--- config.mk ---
export PLATFORM = sky130hd
export DESIGN_NAME = uart_tx_out
export DESIGN_NICKNAME = d
export VERILOG_FILES = /design/src/rtl/uart_pkg.sv /design/src/rtl/uart_tx_out_fifo.sv /design/src/rtl/uart_tx_out.sv
export SDC_FILE = /design/constraint.sdc
export NUM_CORES = 1
export LEC_CHECK = 0
export ABC_AREA = 1
export BUFFER_PORTS_ARGS = -buffer_cell sky130_fd_sc_hd__buf_4
export CAP_MARGIN = 25
export CORE_MARGIN = 2
export CORE_UTILIZATION = 63
export CTS_BUF_LIST = sky130_fd_sc_hd__clkbuf_4 sky130_fd_sc_hd__clkbuf_8
export DETAILED_ROUTE_END_ITERATION = 6
export PLACE_DENSITY = 0.82
export SYNTH_ARGS = -nofsm -noshare
export SYNTH_HDL_FRONTEND = slang
export SYNTH_HIERARCHICAL = 1
export SYNTH_SLANG_ARGS = --single-unit
export TNS_END_PERCENT = 5
--- constraint.sdc ---
create_clock -name clk -period 1.85 [get_ports clk]
set_input_delay 0.185 -clock clk [delete_from_list [all_inputs] [get_ports clk]]
set_output_delay 0.185 -clock clk [all_outputs]
set_load 0.03 [all_outputs]
--- src/rtl/uart_pkg.sv ---
// -----------------------------------------------------------------------------
// uart_pkg
// Shared types and constants for the UART transmit output peripheral.
//   uart_state_t  : transmitter FSM states
//   *_LEVEL       : serial line levels for idle, start and stop bits
//   DATA_BITS     : payload bits per frame
//   even_parity() : parity bit sent in the optional PARITY slot
// -----------------------------------------------------------------------------
package uart_pkg;

    typedef enum logic [2:0] {
        IDLE   = 3'd0,
        START  = 3'd1,
        DATA   = 3'd2,
        PARITY = 3'd3,
        STOP   = 3'd4
    } uart_state_t;

    localparam logic        IDLE_LEVEL  = 1'b1;
    localparam logic        START_LEVEL = 1'b0;
    localparam logic        STOP_LEVEL  = 1'b1;
    localparam int unsigned DATA_BITS   = 8;

    // Even parity: the XOR of the data bits, so data plus parity has an even count of ones.
    function automatic logic even_parity(input logic [DATA_BITS-1:0] data);
        return ^data;
    endfunction

endpackage

--- src/rtl/uart_tx_out_fifo.sv ---
// -----------------------------------------------------------------------------
// sync_fifo
// Single-clock FIFO with wrap-bit pointers.
// Parameters: WIDTH (entry width), DEPTH (entries; power of two, >= 2)
// Ports:
//   clk   in   rising-edge clock
//   rst_n in   asynchronous active-low reset (empties the FIFO)
//   push  in   write din at the tail; ignored while full
//   pop   in   discard the head entry; ignored while empty
//   din   in   write data
//   dout  out  head entry (valid while !empty)
//   full  out  DEPTH entries held
//   empty out  no entries held
// -----------------------------------------------------------------------------
module sync_fifo #(
    parameter int unsigned WIDTH = 8,
    parameter int unsigned DEPTH = 4
) (
    input  logic             clk,
    input  logic             rst_n,
    input  logic             push,
    input  logic             pop,
    input  logic [WIDTH-1:0] din,
    output logic [WIDTH-1:0] dout,
    output logic             full,
    output logic             empty
);

    localparam int unsigned AW = $clog2(DEPTH);

    logic [AW:0]      wr_ptr_r;
    logic [AW:0]      rd_ptr_r;
    logic [WIDTH-1:0] mem_r [DEPTH];
    logic             push_ok_s;
    logic             pop_ok_s;

    // Pointers that match except for the wrap bit mean the writer is a full lap ahead.
    assign full  = (wr_ptr_r[AW] != rd_ptr_r[AW]) && (wr_ptr_r[AW-1:0] == rd_ptr_r[AW-1:0]);
    assign empty = (wr_ptr_r == rd_ptr_r);
    assign dout  = mem_r[rd_ptr_r[AW-1:0]];

    // Qualify requests against the registered flags so an overflowing write never clobbers data.
    always_comb begin
        push_ok_s = push && !full;
        pop_ok_s  = pop && !empty;
    end

    // Pointer and storage update.
    always_ff @(posedge clk or negedge rst_n) begin
        if (!rst_n) begin
            wr_ptr_r <= '0;
            rd_ptr_r <= '0;
            for (int unsigned i = 0; i < DEPTH; i++) begin
                mem_r[i] <= '0;
            end
        end else begin
            if (push_ok_s) begin
                mem_r[wr_ptr_r[AW-1:0]] <= din;
                wr_ptr_r                <= wr_ptr_r + {{AW{1'b0}}, 1'b1};
            end
            if (pop_ok_s) begin
                rd_ptr_r <= rd_ptr_r + {{AW{1'b0}}, 1'b1};
            end
        end
    end

endmodule

--- src/rtl/uart_tx_out.sv ---
// -----------------------------------------------------------------------------
// uart_tx_out
// Serial output peripheral fed by the CPU OUT instruction. Bytes written to
// port TX_PORT are buffered in a FIFO and sent as UART frames, LSB first:
// start, 8 data bits, optional even parity, stop.
// Build option: define UART_TX_PARITY_EN to insert an even-parity bit
// (11-bit frames); without it frames are 8N1.
// Parameters: CLKS_PER_BIT (>= 2), FIFO_DEPTH (power of two, >= 2), TX_PORT
// Ports:
//   clk      in   system clock, rising edge
//   reset    in   asynchronous active-low reset
//   we_out   in   CPU output-write strobe
//   port_sel in   output port address
//   wdata    in   byte to send
//   tx       out  serial line, idle high, registered
//   busy     out  frame in progress or bytes waiting
//   full     out  FIFO full
//   ovf      out  sticky: a write was dropped because the FIFO was full
// -----------------------------------------------------------------------------
module uart_tx_out import uart_pkg::*; #(
    parameter int unsigned CLKS_PER_BIT = 16,
    parameter int unsigned FIFO_DEPTH   = 4,
    parameter logic [1:0]  TX_PORT      = 2'd3
) (
    input  logic       clk,
    input  logic       reset,
    input  logic       we_out,
    input  logic [1:0] port_sel,
    input  logic [7:0] wdata,
    output logic       tx,
    output logic       busy,
    output logic       full,
    output logic       ovf
);

    localparam int unsigned        CNT_W   = $clog2(CLKS_PER_BIT);
    localparam logic [CNT_W-1:0]   CNT_MAX = CNT_W'(CLKS_PER_BIT - 1);

    uart_state_t          state_r;
    logic [CNT_W-1:0]     baud_cnt_r;
    logic [2:0]           bit_idx_r;
    logic [DATA_BITS-1:0] shreg_r;
    logic                 tx_r;
    logic                 ovf_r;
`ifdef UART_TX_PARITY_EN
    logic                 par_r;
`endif

    logic                 push_req_s;
    logic                 pop_s;
    logic                 baud_tc_s;
    logic [DATA_BITS-1:0] fifo_dout_s;
    logic                 full_s;
    logic                 empty_s;

    sync_fifo #(
        .WIDTH (DATA_BITS),
        .DEPTH (FIFO_DEPTH)
    ) u_fifo (
        .clk   (clk),
        .rst_n (reset),
        .push  (push_req_s),
        .pop   (pop_s),
        .din   (wdata),
        .dout  (fifo_dout_s),
        .full  (full_s),
        .empty (empty_s)
    );

    assign tx   = tx_r;
    assign full = full_s;
    assign ovf  = ovf_r;
    assign busy = (state_r != IDLE) || !empty_s;

    // Port decode, terminal count and head-pop request (from IDLE, or at the end of STOP
    // so that queued bytes follow with no idle gap).
    always_comb begin
        push_req_s = we_out && (port_sel == TX_PORT);
        baud_tc_s  = (baud_cnt_r == CNT_MAX);
        if ((state_r == IDLE) && !empty_s) begin
            pop_s = 1'b1;
        end else if ((state_r == STOP) && baud_tc_s && !empty_s) begin
            pop_s = 1'b1;
        end else begin
            pop_s = 1'b0;
        end
    end

    // Sticky overflow: uses the registered full flag, before any same-cycle pop.
    always_ff @(posedge clk or negedge reset) begin
        if (!reset) begin
            ovf_r <= 1'b0;
        end else if (push_req_s && full_s) begin
            ovf_r <= 1'b1;
        end
    end

    // Baud counter: parked at zero in IDLE, otherwise wraps every CLKS_PER_BIT cycles.
    always_ff @(posedge clk or negedge reset) begin
        if (!reset) begin
            baud_cnt_r <= '0;
        end else if ((state_r == IDLE) || baud_tc_s) begin
            baud_cnt_r <= '0;
        end else begin
            baud_cnt_r <= baud_cnt_r + {{(CNT_W-1){1'b0}}, 1'b1};
        end
    end

    // Transmit FSM; tx is updated only when a state or bit slot begins.
    always_ff @(posedge clk or negedge reset) begin
        if (!reset) begin
            state_r   <= IDLE;
            bit_idx_r <= 3'd0;
            shreg_r   <= '0;
            tx_r      <= IDLE_LEVEL;
`ifdef UART_TX_PARITY_EN
            par_r     <= 1'b0;
`endif
        end else begin
            case (state_r)
                IDLE: begin
                    bit_idx_r <= 3'd0;
                    if (pop_s) begin
                        shreg_r <= fifo_dout_s;
`ifdef UART_TX_PARITY_EN
                        par_r   <= even_parity(fifo_dout_s);
`endif
                        tx_r    <= START_LEVEL;
                        state_r <= START;
                    end else begin
                        tx_r    <= IDLE_LEVEL;
                    end
                end
                START: begin
                    if (baud_tc_s) begin
                        // Present bit 0 and pre-shift so shreg_r[0] is always the next bit.
                        tx_r      <= shreg_r[0];
                        shreg_r   <= {1'b0, shreg_r[DATA_BITS-1:1]};
                        bit_idx_r <= 3'd0;
                        state_r   <= DATA;
                    end
                end
                DATA: begin
                    if (baud_tc_s) begin
                        if (bit_idx_r == 3'd7) begin
`ifdef UART_TX_PARITY_EN
                            tx_r    <= par_r;
                            state_r <= PARITY;
`else
                            tx_r    <= STOP_LEVEL;
                            state_r <= STOP;
`endif
                        end else begin
                            tx_r      <= shreg_r[0];
                            shreg_r   <= {1'b0, shreg_r[DATA_BITS-1:1]};
                            bit_idx_r <= bit_idx_r + 3'd1;
                        end
                    end
                end
`ifdef UART_TX_PARITY_EN
                PARITY: begin
                    if (baud_tc_s) begin
                        tx_r    <= STOP_LEVEL;
                        state_r <= STOP;
                    end
                end
`endif
                STOP: begin
                    if (baud_tc_s) begin
                        bit_idx_r <= 3'd0;
                        if (pop_s) begin
                            shreg_r <= fifo_dout_s;
`ifdef UART_TX_PARITY_EN
                            par_r   <= even_parity(fifo_dout_s);
`endif
                            tx_r    <= START_LEVEL;
                            state_r <= START;
                        end else begin
                            tx_r    <= IDLE_LEVEL;
                            state_r <= IDLE;
                        end
                    end
                end
                default: begin
                    // Unreachable encodings recover to a quiet line.
                    tx_r    <= IDLE_LEVEL;
                    state_r <= IDLE;
                end
            endcase
        end
    end

endmodule

[Word level (Yosys, flattened, before mapping)]
Index checks and enable logic that the tools add are counted.
Storage, ports and cells
  register bits after elaboration: 58
  word-level logic and storage cells: 91
  input bits: 13
  output and inout bits: 4
Cells by class
  reductions and logical operators: 22
  muxes and demuxes: 32
  eq/ne operators: 16
  bitwise operators: 2
  $add $sub $neg: 4
  $lt $le $gt $ge: 3
Operators with widths (count)
  2-to-1 mux 8 bit: 8
  bitwise mux 32 bit: 1
  one-hot mux 8 bit (4 select lines): 1
  2-to-1 mux 3 bit: 8
  binary-select mux 8 bit (select 2 bit): 1
  demux 8 bit (select 2 bit): 1
  one-hot mux 3 bit (4 select lines): 1
  inequality test 2 bit, second input constant: 5
  AND reduction 5 bit: 2
  adder 3 x 1 -> 3 bit, second input constant: 3
  logical AND 1 bit: 9
  one-hot mux 3 bit (3 select lines): 1
  2-to-1 mux 1 bit: 8
  == test 3 bit, second input constant: 2
  >= comparator 3 bit, second input constant: 2
  NOT 2 -> 3 bit: 2
  nonzero test 3 bit: 2
  adder 4 x 1 -> 4 bit, second input constant: 1
  == test 4 bit, second input constant: 1
  2-to-1 mux 4 bit: 1
  inequality test 2 x 1 -> 1 bit, second input constant: 2
  one-hot mux 1 bit (4 select lines): 1
  AND reduction 4 bit: 1
  nonzero test 4 bit: 1
  other kinds (12): 14

[Longest topological paths before layout]
Gate-level depths: netlist of run 1.
  depth after elaboration: 8
  mapped depth: 11
  gate-level depth less buffers: 11

[Modules after synthesis]
Netlist of run 1, hierarchy kept.
By module, submodules not included
  sync_fifo: seq. area each 950.9 um2, cells each 237, area each 1953.1 um2, times used 1
  uart_tx_out: seq. area each 501.7 um2, cells each 142, area each 1171.1 um2, times used 1

[Worst setup path before layout of run 1]
OpenSTA, ideal clock, no wires.
  path kind: register to register
  start point: reg u_fifo.rd_ptr_r[1]
  end point: reg shreg_r[0]
  period minus slack after synthesis: 1.520 ns
  stages on the path, launching flop included: 12
  required time: 1.731 ns
  setup slack: 0.330 ns
  setup time: 0.119 ns
  data arrival time: 1.401 ns
  path buffers: 1
  cells stage by stage: dfrtp_1 -> buf_4 -> nand2_1 -> nand2_1 -> nand3b_1 -> inv_1 -> nor2_1 -> nand2_2 -> nand2_8 -> nand3_4 -> nand2_1 -> nand2_1
On the way
  longest elaborated chain between the ends: 8
  elaborated cells on any way between the ends: 13
  classes of those cells: 1 x eq/ne; 8 x mux; 1 x bitwise; 3 x reduce/logical
Ends and longest elaborated chain
  start, declared: line uart_tx_out_fifo.sv:32  | logic [AW:0] rd_ptr_r;
  start signal, assigned: line uart_tx_out_fifo.sv:62  | rd_ptr_r <= rd_ptr_r + {{AW{1'b0}}, 1'b1};
  == test 3 bit *: line uart_tx_out_fifo.sv:39  | assign empty = (wr_ptr_r == rd_ptr_r);
  named net empty_s: line uart_tx_out.sv:54  | logic empty_s;
  logical NOT 1 bit *: line uart_tx_out.sv:80, uart_tx_out.sv:82
  logical AND 1 bit: line uart_tx_out.sv:82  | end else if ((state_r == STOP) && baud_tc_s && !empty_s) begin
  2-to-1 mux 1 bit: line uart_tx_out.sv:82
  2-to-1 mux 1 bit *: line uart_tx_out.sv:80  | if ((state_r == IDLE) && !empty_s) begin
  2-to-1 mux 8 bit *: line uart_tx_out.sv:123, uart_tx_out.sv:171
  2-to-1 mux 8 bit: line uart_tx_out.sv:169  | if (baud_tc_s) begin
  one-hot mux 8 bit (4 select lines) *: line uart_tx_out.sv:120  | case (state_r)
  end signal, assigned: line uart_tx_out.sv:124  | shreg_r <= fifo_dout_s;
  end signal, assigned: line uart_tx_out.sv:138  | shreg_r <= {1'b0, shreg_r[DATA_BITS-1:1]};
  end signal, assigned: line uart_tx_out.sv:172  | shreg_r <= fifo_dout_s;
  end, declared: line uart_tx_out.sv:42  | logic [DATA_BITS-1:0] shreg_r;
The timed path passes the listed nets; every way through them passes the cells marked *. The select of a mux whose other input is x is not followed.
A chain may end at the register's enable or synchronous reset.

[Worst setup path after layout of run 1]
  start point: reg u_fifo.wr_ptr_r[0]
  end point: out full
On the way
  longest elaborated chain between the ends: 2
Ends and longest elaborated chain
  start, declared: line uart_tx_out_fifo.sv:31  | logic [AW:0] wr_ptr_r;
  start signal, assigned: line uart_tx_out_fifo.sv:59  | wr_ptr_r <= wr_ptr_r + {{AW{1'b0}}, 1'b1};
  == test 2 bit: line uart_tx_out_fifo.sv:38  | assign full = (wr_ptr_r[AW] != rd_ptr_r[AW]) && (wr_ptr_r[AW-1:0] == rd_ptr_r[AW-1:0]);
  logical AND 1 bit: line uart_tx_out_fifo.sv:38
  end, declared: line uart_tx_out.sv:32  | output logic full,
No other way between the ends.

==> impl_metrics.env, run 1 <==
export IMPL_outcome="completed"
export IMPL_clkSlewWorstSetupHoldPaths_ns=0.07
export IMPL_finalNetCount=419
export IMPL_drc=0
export IMPL_areaGrowthSynthToFinish_pct=12.5
export IMPL_die_h_microns=74.4
export IMPL_post_route_min_period_ns=1.74
export IMPL_clockRootBuffer="clkbuf_8"
export IMPL_place_area_sq_um=3260
export IMPL_maxCapViolCount=0
export IMPL_grt_pass1_wl_mm=11.2
export IMPL_p_leak_nw=1.86
export IMPL_yosys_area_share_simple_pct=37.0
export IMPL_antenna_found_initial=0
export IMPL_p_per_area_nw_per_um2=1820
export IMPL_dpl_hpwl_mm=4.62
export IMPL_maxSlewHeadroom_pct=51.7
export IMPL_clk_latency_ns=0.35
export IMPL_cts_buffer_depth=2
export IMPL_first_global_vias=2371
export IMPL_cts_buffers=9
export IMPL_start_util_pct=65.7
export IMPL_layoutNonFillerInstCount=470
export IMPL_reg2reg_slack_ns=0.26
export IMPL_setup_violations=0
export IMPL_endpoint="full"
export IMPL_grt_max_degree=59
export IMPL_final_area_sq_um=3510
export IMPL_routed_wl_mm=6.54
export IMPL_vias_per_cell=5.61
export IMPL_max_freq_ghz=0.573
export IMPL_cp_end_kind="output pin"
export IMPL_reg2reg_to="shreg_r[0]"
export IMPL_globalplace_congestion=0.795
export IMPL_tightest_slew_ns=0.724
export IMPL_synth_top_family_by_area="simple AND/OR/NAND/NOR gates"
export IMPL_netlist_area_leader_share_pct=45.7
export IMPL_ant_nets=0
export IMPL_post_route_util_pct=73.9
export IMPL_first_pass_iters=4
export IMPL_slew_violations=0
export IMPL_worstSetupPathType="reg2out"
export IMPL_start_kind="flip-flop"
export IMPL_cts_max_level=3
export IMPL_crit_path_max_fanout=10
export IMPL_syn_area_per_cell_sq_um=8.24
export IMPL_synth_nets=400
export IMPL_synth_xor_area_share_pct=1.36
export IMPL_yosys_warnings=6
export IMPL_n_antenna_cell=0
export IMPL_timing_critical_path_from="u_fifo/wr_ptr_r[0]"
export IMPL_grt_util_all_layers_pct=26.9
export IMPL_ir_worst_vdd_mv=1.15
export IMPL_drt_first_iter_violations=160
export IMPL_yosys_area_top_type="dfrtp_1"
export IMPL_cts_tree="built"
export IMPL_synth_cells=379
export IMPL_rr_worst_depth=9
export IMPL_min_path_type="in2reg"
export IMPL_place_inst=451
export IMPL_hold_violations=0
export IMPL_yosysSeqAreaShare_pct=46.5
export IMPL_synth_area_leaders="dfrtp_1 46%, nand2_1 16%, nand4_1 8.8%"
export IMPL_syn_cell_area_sq_um=3120
export IMPL_die_w_microns=74.4
export IMPL_required_ns=1.66
export IMPL_tns_ns=0
export IMPL_rows=25
export IMPL_synthMuxAreaShare_pct=0
export IMPL_ioPinCount=17
export IMPL_vias=2637
export IMPL_fill_cells=364
export IMPL_crit_arrival_ns=1.56
export IMPL_routedWlPerCell_microns=13.9
export IMPL_synthAdderAreaFrac_pct=3.20
export IMPL_core_sq_um=4750
export IMPL_synth_compound_area_share_pct=5.57
export IMPL_period_share_pct=94.3
export IMPL_die_area_sq_um=5540
export IMPL_r2r_start="u_fifo/wr_ptr_r[0]"
export IMPL_yosysUniqueCellTypes=32
export IMPL_ys_ff_latch=58
export IMPL_hp_start="wdata[1]"
export IMPL_clock_skew_ns=0.00948
export IMPL_numPortBuffers=16
export IMPL_rsz0062_at_grt="no"
export IMPL_overflow=0
export IMPL_cts_sinks=58
export IMPL_drive_gt1_share_pct=16.1
-- cell usage in the layout (no fill, tap or decap), types with 6 or more instances in the layout --
| cell | n |
|---|---|
| ha_1 | 8 |
| nand2_1 | 134 |
| nand4_1 | 44 |
| o22ai_1 | 8 |
| clkbuf_8 | 10 |
| nand3_1 | 18 |
| nand3_2 | 6 |
| dfrtp_1 | 56 |
| o21ai_0 | 19 |
| buf_4 | 25 |
| nor2_1 | 27 |
| inv_1 | 16 |
-- logic make-up after synthesis --
| family | count (synthesis) |
|---|---|
| xor gates and xnor gates | 4 |
| and+or+nand+nor | 241 |
| buffers and inverters | 38 |
| AOI/OAI and AO/OA | 30 |
| adders and majority gates | 8 |
| DFF | 58 |
-- worst max-delay path: stages, from the launching register on --
cell and delay, ns:
dfrtp_1 0.46, xnor2_2 0.19, nand3_2 0.24, inv_1 0.15
buf_4 0.17
-- cells in the mapped netlist (all sizes together) --
cell type,number
nor2,28
ha,8
o22ai,8
o21ai,21
dfrtp,57
and3,1
xnor2,2
xor2,2
or2,1
a21o,1
clkbuf,2
buf,16
dfstp,1
nand4,44
nand3,26
inv,20
nand2,140
nand3b,1
-- how the worst min path moves through the flow --
stage	endpoint	slack [ns]	cells after the start
2_1_floorplan	baud_cnt_r[0]	-0.11	0
3_3_place_gp	bit_idx_r[0]	0.28	1
3_5_place_dp	bit_idx_r[1]	0.29	1
4_1_cts	u_fifo/mem_r[9]	0.10	3
5_1_grt	u_fifo/mem_r[12]	0.11	3
6_report	u_fifo/mem_r[17]	0.12	3
-- sequential cells by signal, summed over array words and instances, names as in the netlist, 3 cells and up --
register         cells
u_fifo/mem_r        32
shreg_r              8
baud_cnt_r           4
bit_idx_r            3
state_r              3
u_fifo/rd_ptr_r      3
u_fifo/wr_ptr_r      3
-- through the flow --
stage                     worst slack, ns  total power, W  hold WS (ns)
after CTS                          0.0303         0.00635         0.104
after detailed placement            0.199         0.00498         0.286
after floorplan                     0.330         0.00436        -0.111
after global routing              0.00311         0.00691         0.110
after global placement              0.294         0.00485         0.281
final                               0.106         0.00638         0.123
-- power breakdown --
part           switching [W]  leakage [nW]  internal, W
clock               0.000530         0.109     0.000796
sequential          0.000389         0.742      0.00180
combinational        0.00184          1.01      0.00103
total                0.00276          1.86      0.00362
-- repair_timing --
action / 4_1_cts / 5_1_grt
setup buffers: 0 / 2
hold buffers: 1 / 0
hold endpoints to repair: 57 / 0
endpoints found under the setup margin: 0 / 2
gates resized for setup: 0 / 2
-- metal layers --
metal / wire length [microns] / share of wire, % / vias up / GRT usage (%)
met1: 2940 / 45 / 1246 / 35.2
met2: 3190 / 49 / 71 / 42.7
li1: - / - / 1312 / -
met4: 75 / 1.1 / 0 / 7.54
met3: 345 / 5.3 / 8 / 9.35
met5: 0 / 0 / - / 0
-- area by class of cell --
class                   instances  area, sq um  share of cell area [%]
inverters                      20         77.6                    2.21
multi-input cells             283         1470                    42.0
well taps                      67         83.8                    2.39
flip-flops and latches         58         1450                    41.4
clock buffers                  10          138                    3.92
repair buffers                 26          198                    5.63
clock inverters                 6         88.8                    2.53
No activity file was read; power rests on OpenSTA's default activity.
==> run 2, diff against run 1 <==
--- a/config.mk
+++ b/config.mk
@@ -13,6 +13,7 @@
 export CTS_BUF_LIST = sky130_fd_sc_hd__clkbuf_4 sky130_fd_sc_hd__clkbuf_8
 export DETAILED_ROUTE_END_ITERATION = 6
 export PLACE_DENSITY = 0.82
+export SLEW_MARGIN = 20
 export SYNTH_ARGS = -nofsm -noshare
 export SYNTH_HDL_FRONTEND = slang
 export SYNTH_HIERARCHICAL = 1
==> constraint.sdc (replaced) <==
create_clock -name clk -period 1.85 [get_ports clk]
set_input_delay 0.2775 -clock clk [delete_from_list [all_inputs] [get_ports clk]]
set_output_delay 0.2775 -clock clk [all_outputs]
set_load 0.03 [all_outputs]
==> run 2 against run 1 <==
Compared with the run above: the flow now finishes with violations (negative hold slack); critical path depth grew 3; flip-flop and latch count is the same; setup slack got worse by 0.029 ns; register-to-register slack got worse by 0.04 ns; critical endpoint is now busy; largest power group unchanged.
==> impl_metrics.env, run 2 (synthesized netlist as in run 1, its figures left out) <==
export IMPL_grt_pass1_wl_mm=11.2
export IMPL_largest_reg_flops=32
export IMPL_cp_end_kind="output pin"
export IMPL_clockRootBuffer="clkbuf_8"
export IMPL_hold_violations=24
export IMPL_maxCapViolCount=0
export IMPL_grtUsageMet1_pct=35.5
export IMPL_slowest_stage="dfrtp_1"
export IMPL_worst_path_buf_inv=3
export IMPL_timing_critical_path_from="u_fifo/wr_ptr_r[1]"
export IMPL_clk_latency_ns=0.34
export IMPL_p_leak_nw=1.89
export IMPL_start_kind="flip-flop"
export IMPL_die_h_microns=74.4
export IMPL_pre_cts_ws_ns=0.184
export IMPL_ioPinCount=17
export IMPL_n_antenna_cell=0
export IMPL_globalplace_congestion=0.805
export IMPL_regMostFlops="u_fifo/mem_r"
export IMPL_tightest_slew_ns=0.713
export IMPL_cts_max_level=3
export IMPL_start_util_pct=65.7
export IMPL_worstSetupPathDepth=7
export IMPL_antenna_found_initial=0
export IMPL_final_common_cell="nand2_1"
export IMPL_grt_busiest_layer="met2"
export IMPL_routedWlPerCell_microns=14.4
export IMPL_clkSlewWorstSetupHoldPaths_ns=0.07
export IMPL_p_per_area_nw_per_um2=1840
export IMPL_period_share_pct=95.8
export IMPL_holdBufCountCts=0
export IMPL_vias_per_cell=5.67
export IMPL_violations="negative hold slack"
export IMPL_core_sq_um=4750
export IMPL_setup_ws_ns=0.0773
export IMPL_drt_first_iter_violations=222
export IMPL_crit_chain="inv_2, nand2_1, nand2_1, nand3b_1, inv_1, nand2_2, buf_6"
export IMPL_place_inst=452
export IMPL_ant_nets=0
export IMPL_p_total_w=0.00659
export IMPL_rows=25
export IMPL_layout_common_cells="132 x nand2_1, 55 x dfrtp_1, 44 x nand4_1, 31 x buf_4, 27 x nor2_1"
export IMPL_critical_path_max_stage_delay_ns=0.43
export IMPL_required_ns=1.57
export IMPL_grt_util_all_layers_pct=26.8
export IMPL_areaGrowthSynthToFinish_pct=14.4
export IMPL_crit_arrival_ns=1.50
export IMPL_first_global_vias=2444
export IMPL_path_delay_family="flip-flops"
export IMPL_cts_tree="built"
export IMPL_first_pass_iters=5
export IMPL_use_met2_pct=42.2
export IMPL_ir_worst_vdd_mv=0.927
export IMPL_cts_buffers=9
export IMPL_vias=2698
export IMPL_finalNetCount=425
export IMPL_setup_violations=0
export IMPL_path_common_cell="nand2_1"
export IMPL_cts_sinks=58
export IMPL_layoutNonFillerInstCount=476
export IMPL_tns_ns=0
export IMPL_dpl_hpwl_mm=4.66
export IMPL_overflow=0
export IMPL_crit_path_max_fanout=5
export IMPL_post_route_min_period_ns=1.77
export IMPL_outcome="complete, but fails checks"
export IMPL_slew_violations=0
export IMPL_grt_use_met3_pct=6.78
export IMPL_min_path_type="in2async"
export IMPL_largestRegisters="u_fifo/mem_r x32, shreg_r x8, baud_cnt_r x4"
export IMPL_post_route_util_pct=75.2
export IMPL_grt_max_degree=59
export IMPL_numPortBuffers=16
export IMPL_rsz0062_at_grt="no"
export IMPL_die_w_microns=74.4
export IMPL_rr_worst_depth=7
export IMPL_drc=0
export IMPL_die_area_sq_um=5540
export IMPL_routed_wl_mm=6.83
export IMPL_drive_gt1_share_pct=18.6
export IMPL_worstSetupPathType="reg2out"
export IMPL_cts_buffer_depth=2
export IMPL_hold_ws_ns=-0.0106
export IMPL_maxSlewHeadroom_pct=52.5
export IMPL_max_freq_ghz=0.564
export IMPL_r2r_start="u_fifo/rd_ptr_r[0]"
export IMPL_clock_skew_ns=0.00465
## run 2: area by class of cell
cell class,count,area [sq um]
inverters,20,77.6
fillers,352,1180
well taps,67,83.8
multi-input cells,283,1490
flip-flops and latches,58,1460
clock buffers,12,153
clock inverters,4,75.1
repair buffers,32,244
## run 2: worst paths after layout
path / slack (ns) / endpoint
worst max-delay path: 0.08 / busy
worst min-delay path: -0.01 / state_r[1]
worst max register to register: 0.22 / shreg_r[3]
worst min register to register: 0.46 / baud_cnt_r[0]
max in group asynchronous: 1.34 / u_fifo/wr_ptr_r[0]
min in group clk: 0.22 / u_fifo/mem_r[11]
## run 2: worst register-to-register path: stages, from the launching register on
cell and delay (ns):
dfrtp_2 0.45, inv_1 0.37, o21ai_0 0.20, o22ai_1 0.18
nand3_1 0.11, nand2_1 0.09, nand4_1 0.10, nand2_1 0.08
## run 2: where the power goes
part	total, W	internal (W)	switching, W
Clock	0.00133	0.000825	0.000509
Sequential	0.00218	0.00180	0.000379
Combinational	0.00308	0.00114	0.00194
## run 2: timing repair
item	in CTS	in global routing
endpoints found under the setup margin	2	2
setup buffers	1	7
cloned	0	0
gates resized for setup	4	4
pin swaps	2	1
## run 2: layer usage
layer  vias to the layer above  routed length [microns]
li1                       1326                        -
met1                      1255                     3060
met2                       100                     3280
met3                        17                      345
met4                         0                      151
met5                         -                        0
## run 2: through the flow
| step | area [sq um] | hold slack, ns |
|---|---|---|
| floorplan | 3120 | -0.0181 |
| global placement | 3270 | 0.374 |
| detailed placement | 3270 | 0.376 |
| CTS | 3510 | 0.00681 |
| global route | 3570 | 0.0391 |
| finish | 3570 | -0.0106 |
==> run 3, diff against run 2 <==
--- a/config.mk
+++ b/config.mk
@@ -8,11 +8,14 @@
 export ABC_AREA = 1
 export BUFFER_PORTS_ARGS = -buffer_cell sky130_fd_sc_hd__buf_4
 export CAP_MARGIN = 25
+export CELL_PAD_IN_SITES_DETAIL_PLACEMENT = 1
+export CELL_PAD_IN_SITES_GLOBAL_PLACEMENT = 2
+export CORE_ASPECT_RATIO = 0.6
 export CORE_MARGIN = 2
-export CORE_UTILIZATION = 63
+export CORE_UTILIZATION = 38
 export CTS_BUF_LIST = sky130_fd_sc_hd__clkbuf_4 sky130_fd_sc_hd__clkbuf_8
 export DETAILED_ROUTE_END_ITERATION = 6
-export PLACE_DENSITY = 0.82
+export PLACE_DENSITY_LB_ADDON = 0.1
 export SLEW_MARGIN = 20
 export SYNTH_ARGS = -nofsm -noshare
 export SYNTH_HDL_FRONTEND = slang
==> run 3 against run 2 <==
Compared with the run above: the run now ends clean; register-to-register slack got worse by 0.02 ns; critical path depth decreased by 2; die area increased by 62%.
==> impl_metrics.env, run 3 (synthesized netlist as in run 1, its figures left out) <==
export IMPL_cts_tree="built"
export IMPL_grt_util_all_layers_pct=22.3
export IMPL_maxUsedRoutingLayer="met4"
export IMPL_maxCapViolCount=0
export IMPL_start_util_pct=39.5
export IMPL_swShare_pct=44.4
export IMPL_required_ns=1.57
export IMPL_dpl_hpwl_mm=6.45
export IMPL_cts_buffers=9
export IMPL_largestRegisters="u_fifo/mem_r x32, shreg_r x8, baud_cnt_r x4"
export IMPL_cp_end_kind="output pin"
export IMPL_drive_gt1_share_pct=21.6
export IMPL_sequentialPowerShare_pct=31.5
export IMPL_vias=2739
export IMPL_crit_arrival_ns=1.49
export IMPL_min_path_type="in2reg"
export IMPL_first_pass_iters=4
export IMPL_areaGrowthSynthToFinish_pct=20.0
export IMPL_clkPwrFrac_pct=19.3
export IMPL_n_antenna_cell=0
export IMPL_die_h_microns=74.2
export IMPL_die_area_sq_um=8990
export IMPL_ioPinCount=17
export IMPL_final_common_cell="nand2_1"
export IMPL_regMostFlops="u_fifo/mem_r"
export IMPL_numPortBuffers=16
export IMPL_cts_buffer_depth=2
export IMPL_globalplace_congestion=0.790
export IMPL_routedWlPerCell_microns=17.4
export IMPL_largest_reg_flops=32
export IMPL_clock_skew_ns=0.00810
export IMPL_core_sq_um=7910
export IMPL_clk_latency_ns=0.36
export IMPL_drt_first_iter_violations=135
export IMPL_p_leak_nw=1.96
export IMPL_ant_nets=0
export IMPL_period_share_pct=95.5
export IMPL_post_route_min_period_ns=1.77
export IMPL_p_int_w=0.00385
export IMPL_post_route_util_pct=47.4
export IMPL_clkSlewWorstSetupHoldPaths_ns=0.07
export IMPL_comb_power_share_pct=49.3
export IMPL_clockRootBuffer="clkbuf_8"
export IMPL_routed_wl_mm=9.20
export IMPL_setup_violations=0
export IMPL_ir_worst_vdd_mv=0.608
export IMPL_cts_max_level=3
export IMPL_finalNetCount=438
export IMPL_maxSlewHeadroom_pct=62.9
export IMPL_place_inst=504
export IMPL_met2_length_mm=3.95
export IMPL_met1_length_mm=4.86
export IMPL_overflow=0
export IMPL_worstSetupPathType="reg2out"
export IMPL_layoutNonFillerInstCount=530
export IMPL_drc=0
export IMPL_max_freq_ghz=0.566
export IMPL_crit_path_max_fanout=4
export IMPL_grt_max_degree=40
export IMPL_p_per_area_nw_per_um2=1850
export IMPL_rows=25
export IMPL_start_kind="flip-flop"
export IMPL_grt_pass1_wl_mm=14.8
export IMPL_hold_violations=0
export IMPL_tightest_slew_ns=0.556
export IMPL_outcome="completed"
export IMPL_die_w_microns=121
export IMPL_vias_per_cell=5.17
export IMPL_p_switching_w=0.00308
export IMPL_layout_common_cells="131 x nand2_1, 54 x dfrtp_1, 44 x nand4_1, 42 x buf_4, 27 x nor2_1"
export IMPL_antenna_found_initial=0
export IMPL_first_global_vias=2766
export IMPL_slew_violations=0
export IMPL_wl_met3_microns=289
export IMPL_cts_sinks=58
==> run 3: per-stage QoR <==
| step | setup TNS (ns) | area, sq um | hold WS, ns | total power (W) | setup slack, ns |
|---|---|---|---|---|---|
| finish | 0 | 3750 | 0.206 | 0.00693 | 0.0838 |
| global route | -0.00964 | 3750 | 0.208 | 0.00750 | -0.00964 |
| CTS | 0 | 3670 | 0.190 | 0.00679 | 0.00453 |
| detailed placement | 0 | 3410 | 0.301 | 0.00533 | 0.0855 |
| global placement | 0 | 3410 | 0.299 | 0.00526 | 0.139 |
| floorplan | 0 | 3120 | -0.0181 | 0.00436 | 0.285 |
==> run 3: critical path, stage by stage (launching register included) <==
cell	delay [ns]
dfrtp_1	0.46
xnor2_4	0.21
nand3b_1	0.15
inv_2	0.08
nand2_2	0.08
buf_6	0.15
==> run 3: timing repair <==
item                                    4_1_cts  5_1_grt
hold buffers                                  1        0
endpoints found under the setup margin        2        2
pin swaps                                     0        1
resized for setup                             4        8
buffers inserted                              3        6
endpoints found under the hold margin        36        0
cloned                                        0        0
==> run 3: power groups by stage <==
stage	Clock (W)	Sequential (W)	Combinational (W)
floorplan	0	0.00211	0.00225
global placement	0	0.00218	0.00308
detailed placement	0	0.00219	0.00313
CTS	0.00138	0.00218	0.00323
global route	0.00142	0.00223	0.00384
finish	0.00134	0.00218	0.00341
==> run 3: layout make-up <==
class / instances / area, sq um
Fill cell: 952 / 4170
Inverter: 20 / 77.6
Clock buffer: 11 / 145
Tap cell: 108 / 135
Multi-Input combinational cell: 283 / 1500
Timing Repair Buffer: 45 / 357
Clock inverter: 5 / 77.6
Sequential cell: 58 / 1460
==> run 3: worst paths after layout <==
path,endpoint,slack [ns],cells after the start,from
worst max register to register,shreg_r[1],0.20,8,u_fifo/rd_ptr_r[0]
min in group asynchronous,u_fifo/mem_r[26],0.46,2,reset
worst min register to register,baud_cnt_r[0],0.47,1,baud_cnt_r[0]
max in group asynchronous,u_fifo/wr_ptr_r[0],0.88,3,reset
worst max-delay path,busy,0.08,5,u_fifo/rd_ptr_r[0]
worst min-delay path,u_fifo/mem_r[1],0.21,3,wdata[1]
==> run 3: per-layer routing <==
layer / global-route usage (%) / vias up
met4: 7.36 / 0
met1: 32.9 / 1354
met2: 32.0 / 26
li1: - / 1349
met5: 0 / -
met3: 5.75 / 10
